<file path="config.mk">
export PLATFORM = sky130hd
export DESIGN_NAME = if_fetch_unit
export DESIGN_NICKNAME = d
export VERILOG_FILES = /design/src/rtl/if_fetch_unit.sv
export SDC_FILE = /design/constraint.sdc
export NUM_CORES = 1
export LEC_CHECK = 0
export ABC_AREA = 1
export BUFFER_PORTS_ARGS = -buffer_cell sky130_fd_sc_hd__buf_2
export CAP_MARGIN = 20
export CORE_MARGIN = 10
export CORE_UTILIZATION = 45
export CTS_CLUSTER_DIAMETER = 100
export DETAILED_ROUTE_END_ITERATION = 10
export PLACE_DENSITY = 0.81
export SYNTH_ARGS = -nofsm -noshare
export SYNTH_HDL_FRONTEND = slang
export SYNTH_SLANG_ARGS = --single-unit
</file>
<file path="constraint.sdc">
create_clock -name clk -period 1.75 [get_ports clk]
set_clock_uncertainty 0.1 [all_clocks]
set_input_delay 0.175 -clock clk [delete_from_list [all_inputs] [get_ports clk]]
set_output_delay 0.175 -clock clk [all_outputs]
set_load 0.1 [all_outputs]
</file>
<file path="src/rtl/if_fetch_unit.sv">
// if_fetch_unit: fetch-stage PC register and single-outstanding instruction-memory requester.
// Delivers one fetched word to IF/ID with a valid flag; flushes redirect the PC and drop stale responses.
module if_fetch_unit #(
    parameter logic [31:0] RESET_PC = 32'hBFC0_0000
) (
    input  logic        clk,
    input  logic        rst_n,
    input  logic [31:0] npc,
    input  logic        stallF,
    input  logic        flushF,
    input  logic [31:0] flush_pc,
    output logic        inst_req,
    output logic [31:0] inst_addr,
    input  logic        inst_addr_ok,
    input  logic        inst_data_ok,
    input  logic [31:0] inst_rdata,
    output logic [31:0] pcF,
    output logic [31:0] pc_plus4F,
    output logic [31:0] instF,
    output logic        validF
);
    typedef enum logic [1:0] {S_REQ, S_WAIT, S_OUT} state_t;

    state_t state, state_nx;
    logic   discard, discard_nx;
    logic   valid;
    logic   accept;

    always_ff @(posedge clk or negedge rst_n) begin
        if (!rst_n) begin
            state   <= S_REQ;
            discard <= 1'b0;
        end else begin
            state   <= state_nx;
            discard <= discard_nx;
        end
    end

    // discard marks a request already accepted by memory whose response must be dropped
    always_comb begin
        state_nx   = state;
        discard_nx = discard;
        if (state == S_REQ) begin
            state_nx   = inst_addr_ok ? S_WAIT : S_REQ;
            discard_nx = flushF && inst_addr_ok;
        end else if (state == S_WAIT) begin
            state_nx   = !inst_data_ok ? S_WAIT : (discard || flushF) ? S_REQ : S_OUT;
            discard_nx = inst_data_ok ? 1'b0 : (discard || flushF);
        end else if (state == S_OUT) begin
            state_nx   = (flushF || !stallF) ? S_REQ : S_OUT;
        end else begin
            state_nx   = S_REQ;
            discard_nx = 1'b0;
        end
    end

    assign accept = (state == S_WAIT) && inst_data_ok && !discard && !flushF;

    always_ff @(posedge clk or negedge rst_n) begin
        if (!rst_n) begin
            pcF   <= RESET_PC;
            instF <= 32'h0;
            valid <= 1'b0;
        end else begin
            if (flushF)
                pcF <= flush_pc;
            else if (state == S_OUT && !stallF)
                pcF <= npc;
            if (accept)
                instF <= inst_rdata;
            valid <= flushF ? 1'b0 : accept ? 1'b1 : (state == S_OUT) ? stallF : valid;
        end
    end

    always_comb begin
        inst_req  = rst_n && (state == S_REQ);
        inst_addr = pcF;
        pc_plus4F = pcF + 32'd4;
        validF    = valid;
    end
endmodule
</file>
**After elaboration in Yosys (flattened, before gate mapping)**

Cells that the tools add are included.
Widths: inputs -> output; s select.

- Logic and storage cells: 39
- Flip-flop bits (word level): 68
- Input bits: 102

- Reductions and logical operators: 14
- Muxes and demuxes: 16
- Equality and inequality tests: 3
- $add $sub $neg: 1

Operators with widths:

| operator | count |
|---|---|
| $mux 32 | 2 |
| $add 32x3->32 const B | 1 |
| $mux 2 | 6 |
| $mux 1 | 8 |
| $logic_and 1x1->1 | 6 |
| $logic_not 1->1 | 3 |
| $ne 3x1->1 const B | 1 |
| $reduce_bool 3->1 | 1 |
| $eq 2x1->1 const B | 1 |
| $eq 2x2->1 const B | 1 |
| $logic_not 2->1 | 1 |
| $logic_or 1x1->1 | 2 |
| $reduce_bool 2->1 | 1 |

**Logic depth before layout (Yosys ltp)**

- Depth in word-level cells: 6
- Depth in mapped cells: 8
- Gate-level depth less buffers: 8

**Least setup slack after synthesis**

No wires, ideal clock.

- Kind: reg2out
- Start point: reg pcF[2] (netlist: inst_addr[2])
- End point: out pc_plus4F[15]
- Data arrival time: 3.695 ns
- Cell stages (with the launch flop): 6
- Path slack: -2.220 ns
- Cell sequence: dfrtp_1 -> inv_1 -> nor2_2 -> nand2_1 -> nor2_4 -> xor2_1

- Word-level cells in the longest chain between the ends: 1

RTL lines:

| item | line | text |
|---|---|---|
| from (decl) | 17 | `output logic [31:0] pcF,` |
| from (signal assigned) | 66 | `pcF <= flush_pc;` |
| from (signal assigned) | 68 | `pcF <= npc;` |
| $add 32x3->32 | 78 | `pc_plus4F = pcF + 32'd4;` |
| to (decl) | 18 | `output logic [31:0] pc_plus4F,` |

Every way passes these cells.

**Final worst setup path**

- Start point: reg pcF[28] (netlist: inst_addr[28])
- End point: out pc_plus4F[31]

The elaborated chain is that of the path after synthesis.

==> flow_summary_export.csv <==
group,metric,value,unit
run,drv_cap,0,
timing,slew_violations,0,
finish,multi_input_area,0.002688,mm2
timing,fin_setup_tns,-9.173,ns
timing,rsz0062_at_grt,"yes",
grt,antenna_found_initial,0,
floorplan,dieArea,0.01340,mm2
setup_path,critPathRequiredTime,1.47,ns
timing,setup_viol,28,
clocking,cts_tree,"yes",
route,antenna_left,0,
setup_path,critical_path_class,"reg -> out",
timing,max_freq,448.1,MHz
setup_path,path_max_fanout,4,
timing,max-slew-margin-rel,65.77,%
placed_design,placed_cells,871,
grt,grt_pass1_vias,5435,
clocking,numCtsBuffers,9,
clocking,clkTransAtPathRegs,0.09,ns
logic_synthesis,yosysSeqAreaShare,41.52,%
setup_path,rrSetupSlack,0.07,ns
floorplan,coreArea,0.008806,mm2
floorplan,initial_core_util,46.85,%
setup_path,endpoint,"pc_plus4F[31]",
logic_synthesis,netlist_area,0.004125,mm2
setup_path,crit_top_cell,"nand2_2",
hold_path,hold_start,"inst_rdata[5]",
setup_path,slowest_stage,"dfstp_4",
clocking,h-tree-depth,3,
route,vias,5150,
run_status,status,"complete, but fails checks",
setup_path,cp-end-kind,"output pin",
grt,grt_usage,27.02,%
grt,grt_max_degree,69,
clocking,cts.path.max_buffers,2,
logic_synthesis,yosys_warnings,0,
setup_path,r2r-start,"state[0]",
clocking,cts-root-buf,"clkbuf_8",
timing,worstMarginPinSlew,0.5170,ns
setup_path,max_stage_delay,0.66,ns
floorplan,die_w,115.7,um
power_and_ir_drop,ir_drop,0.001777,V
route,firstDrtPassIters,5,
setup_path,worstPathArrival,1.96,ns
grt,grt_pass1_wl,28350,um
setup_path,cp_cell_sequence,"nand2_2 > nor2_1 > nand2_1 > nor2_2 > nand2_2 > nand2_2 > nand2_4 > buf_12",
floorplan,ios,232,
finish,fin_area,0.007759,mm2
route,drc,0,
finish,layout.nets,929,
finish,diodes,0,
finish,fin_util,88.11,%
finish,regArea,0.001807,mm2
run_status,failed_checks,"negative setup slack",
finish,final_layout_size_suffix_gt1_share,59.93,%
route,routedWlPerCell,21.63,um
floorplan,die_h,115.7,um
route,routed_wl,20310,um
setup_path,r2r_end,"inst_addr[16]",
setup_path,startpoint,"inst_addr[28]",
placed_design,hpwl,12610,um
power_and_ir_drop,p_per_area,1560,mW/mm2
power_and_ir_drop,p_leak,3.667,nW
setup_path,cp-start-kind,"flop",
timing,hold_violations,0,
grt,gr-total-overflow,0,
timing,holdWs,0.01212,ns
timing,layout_setup_ws,-0.4814,ns
timing,min_period_over_period,127.5,%
finish,nFillCells,379,
finish,area_delta_synth_final,88.08,%
placed_design,dpl_cell_area,0.006495,mm2
logic_synthesis,synth_nets,646,
timing,min_period,2.231,ns
floorplan,rows,34,
placed_design,gp_congestion,0.8893,
placed_design,port_buffers,231,
clocking,clkLatencyLatePin,0.33,ns
hold_path,hold_path.class,"in -> reg",
logic_synthesis,ys_ff_latch,68,
logic_synthesis,ys_types,26,
clocking,clock_sinks,68,
logic_synthesis,syn_inst,543,
logic_synthesis,avgSynthCellArea,7.597,um2
route,viasPerCell,5.485,
route,drt_iter0_drc,372,
setup_path,ff2ff_path_depth,6,
finish,stdcell_count,939,
[through the flow]
stage / setup slack [ns] / power [W]
4_1_cts: -0.4039 / 0.01185
3_3_place_gp: -0.06288 / 0.009909
3_5_place_dp: -0.1178 / 0.01002
6_report: -0.4814 / 0.01210
5_1_grt: -0.5438 / 0.01244
2_1_floorplan: -0.8929 / 0.008417
[how the worst min path moves through the flow]
stage | endpoint | depth (start not counted)
2_1_floorplan | discard | 0
3_3_place_gp | inst_addr[9] | 2
3_5_place_dp | inst_addr[7] | 2
4_1_cts | inst_addr[9] | 3
5_1_grt | instF[5] | 3
6_report | instF[5] | 3
[metal layers]
metal	vias to the layer above	part of all wire, %	GRT usage, %
met5	-	0	0
met2	376	50	48.32
met1	2451	34	27.32
met4	0	4.9	11.84
li1	2237	-	-
met3	86	11	10.85
[where the power goes]
group | switching [W] | internal [W] | total [W]
Sequential | 0.000414 | 0.00211 | 0.00253
Clock | 0.000653 | 0.000951 | 0.00160
Combinational | 0.00637 | 0.00161 | 0.00797
Total | 0.00743 | 0.00467 | 0.0121
[flip-flops by register name, summed over array words and instances, names as in the netlist]
signal,count
instF,32
validF,1
discard,1
inst_addr,32
state,2
[critical path: cells and delay by family (launching register included)]
family,cells,cell delay [ns]
flops,1,0.66
buf+inv,1,0.16
simple gates,7,0.78
[area by class of cell]
type | instances | area share (%)
multi-input cells | 354 | 34.64
repair buffers | 326 | 33.82
flip-flops and latches | 68 | 23.29
inverters | 67 | 3.419
well taps | 108 | 1.742
clock buffers | 10 | 1.645
clock inverters | 6 | 1.451
[cells by family after synthesis]
logic type	share of synthesized area, %
compound gates	14.71
simple gates	24.45
fa+ha+maj	0.3033
buf+inv	15.83
xor+xnor	3.185
flops	41.52
[timing repair]
item                                    CTS  global route
hold endpoints to repair                 94             0
pin swaps                                40            39
gates resized for setup                  98            52
setup buffers                            11             9
hold buffers                             36             0
endpoints found under the setup margin   31            33
cloned                                    0             0
[placed cells by master (no fill, tap or decap), types with 10 or more instances in the layout]
cell and instances:
dlygate4sd3_1 36, o211ai_1 21, o21a_1 11, buf_6 13, buf_2 180, xor2_4 15, nand2_2 37, o21ai_0 52
dfrtp_4 17, buf_12 39, inv_1 64, nor2_2 14, or2_2 21, nand3_2 10, o21ai_1 10, buf_4 52
dfrtp_1 39, nor2_1 28, nor2_4 27, nand2_1 63, nand2_4 22
[synth_stat cells]
cell type / number / share of area (%)
dfrtp_1: 59 / 36
o21ai_1: 10 / 1.2
nor2_4: 1 / 0.27
buf_4: 37 / 6.7
dfstp_2: 9 / 5.7
nor2_1: 63 / 5.7
inv_1: 66 / 6.0
buf_6: 7 / 1.9
ha_1: 1 / 0.30
o21ai_4: 1 / 0.39
clkbuf_1: 6 / 0.55
buf_2: 4 / 0.49
nand3b_1: 1 / 0.18
o21ai_2: 4 / 0.85
nor2_2: 5 / 0.76
nand4_1: 3 / 0.46
o21ai_0: 53 / 6.4
nand2_1: 123 / 11
nand2_2: 2 / 0.30
or2_2: 21 / 3.2
xor2_1: 15 / 3.2
nor3b_1: 1 / 0.18
inv_4: 1 / 0.15
o211ai_1: 21 / 3.8
nand3_1: 18 / 2.2
o21a_1: 11 / 2.0
Note: power is estimated with default switching activity, not from simulation.
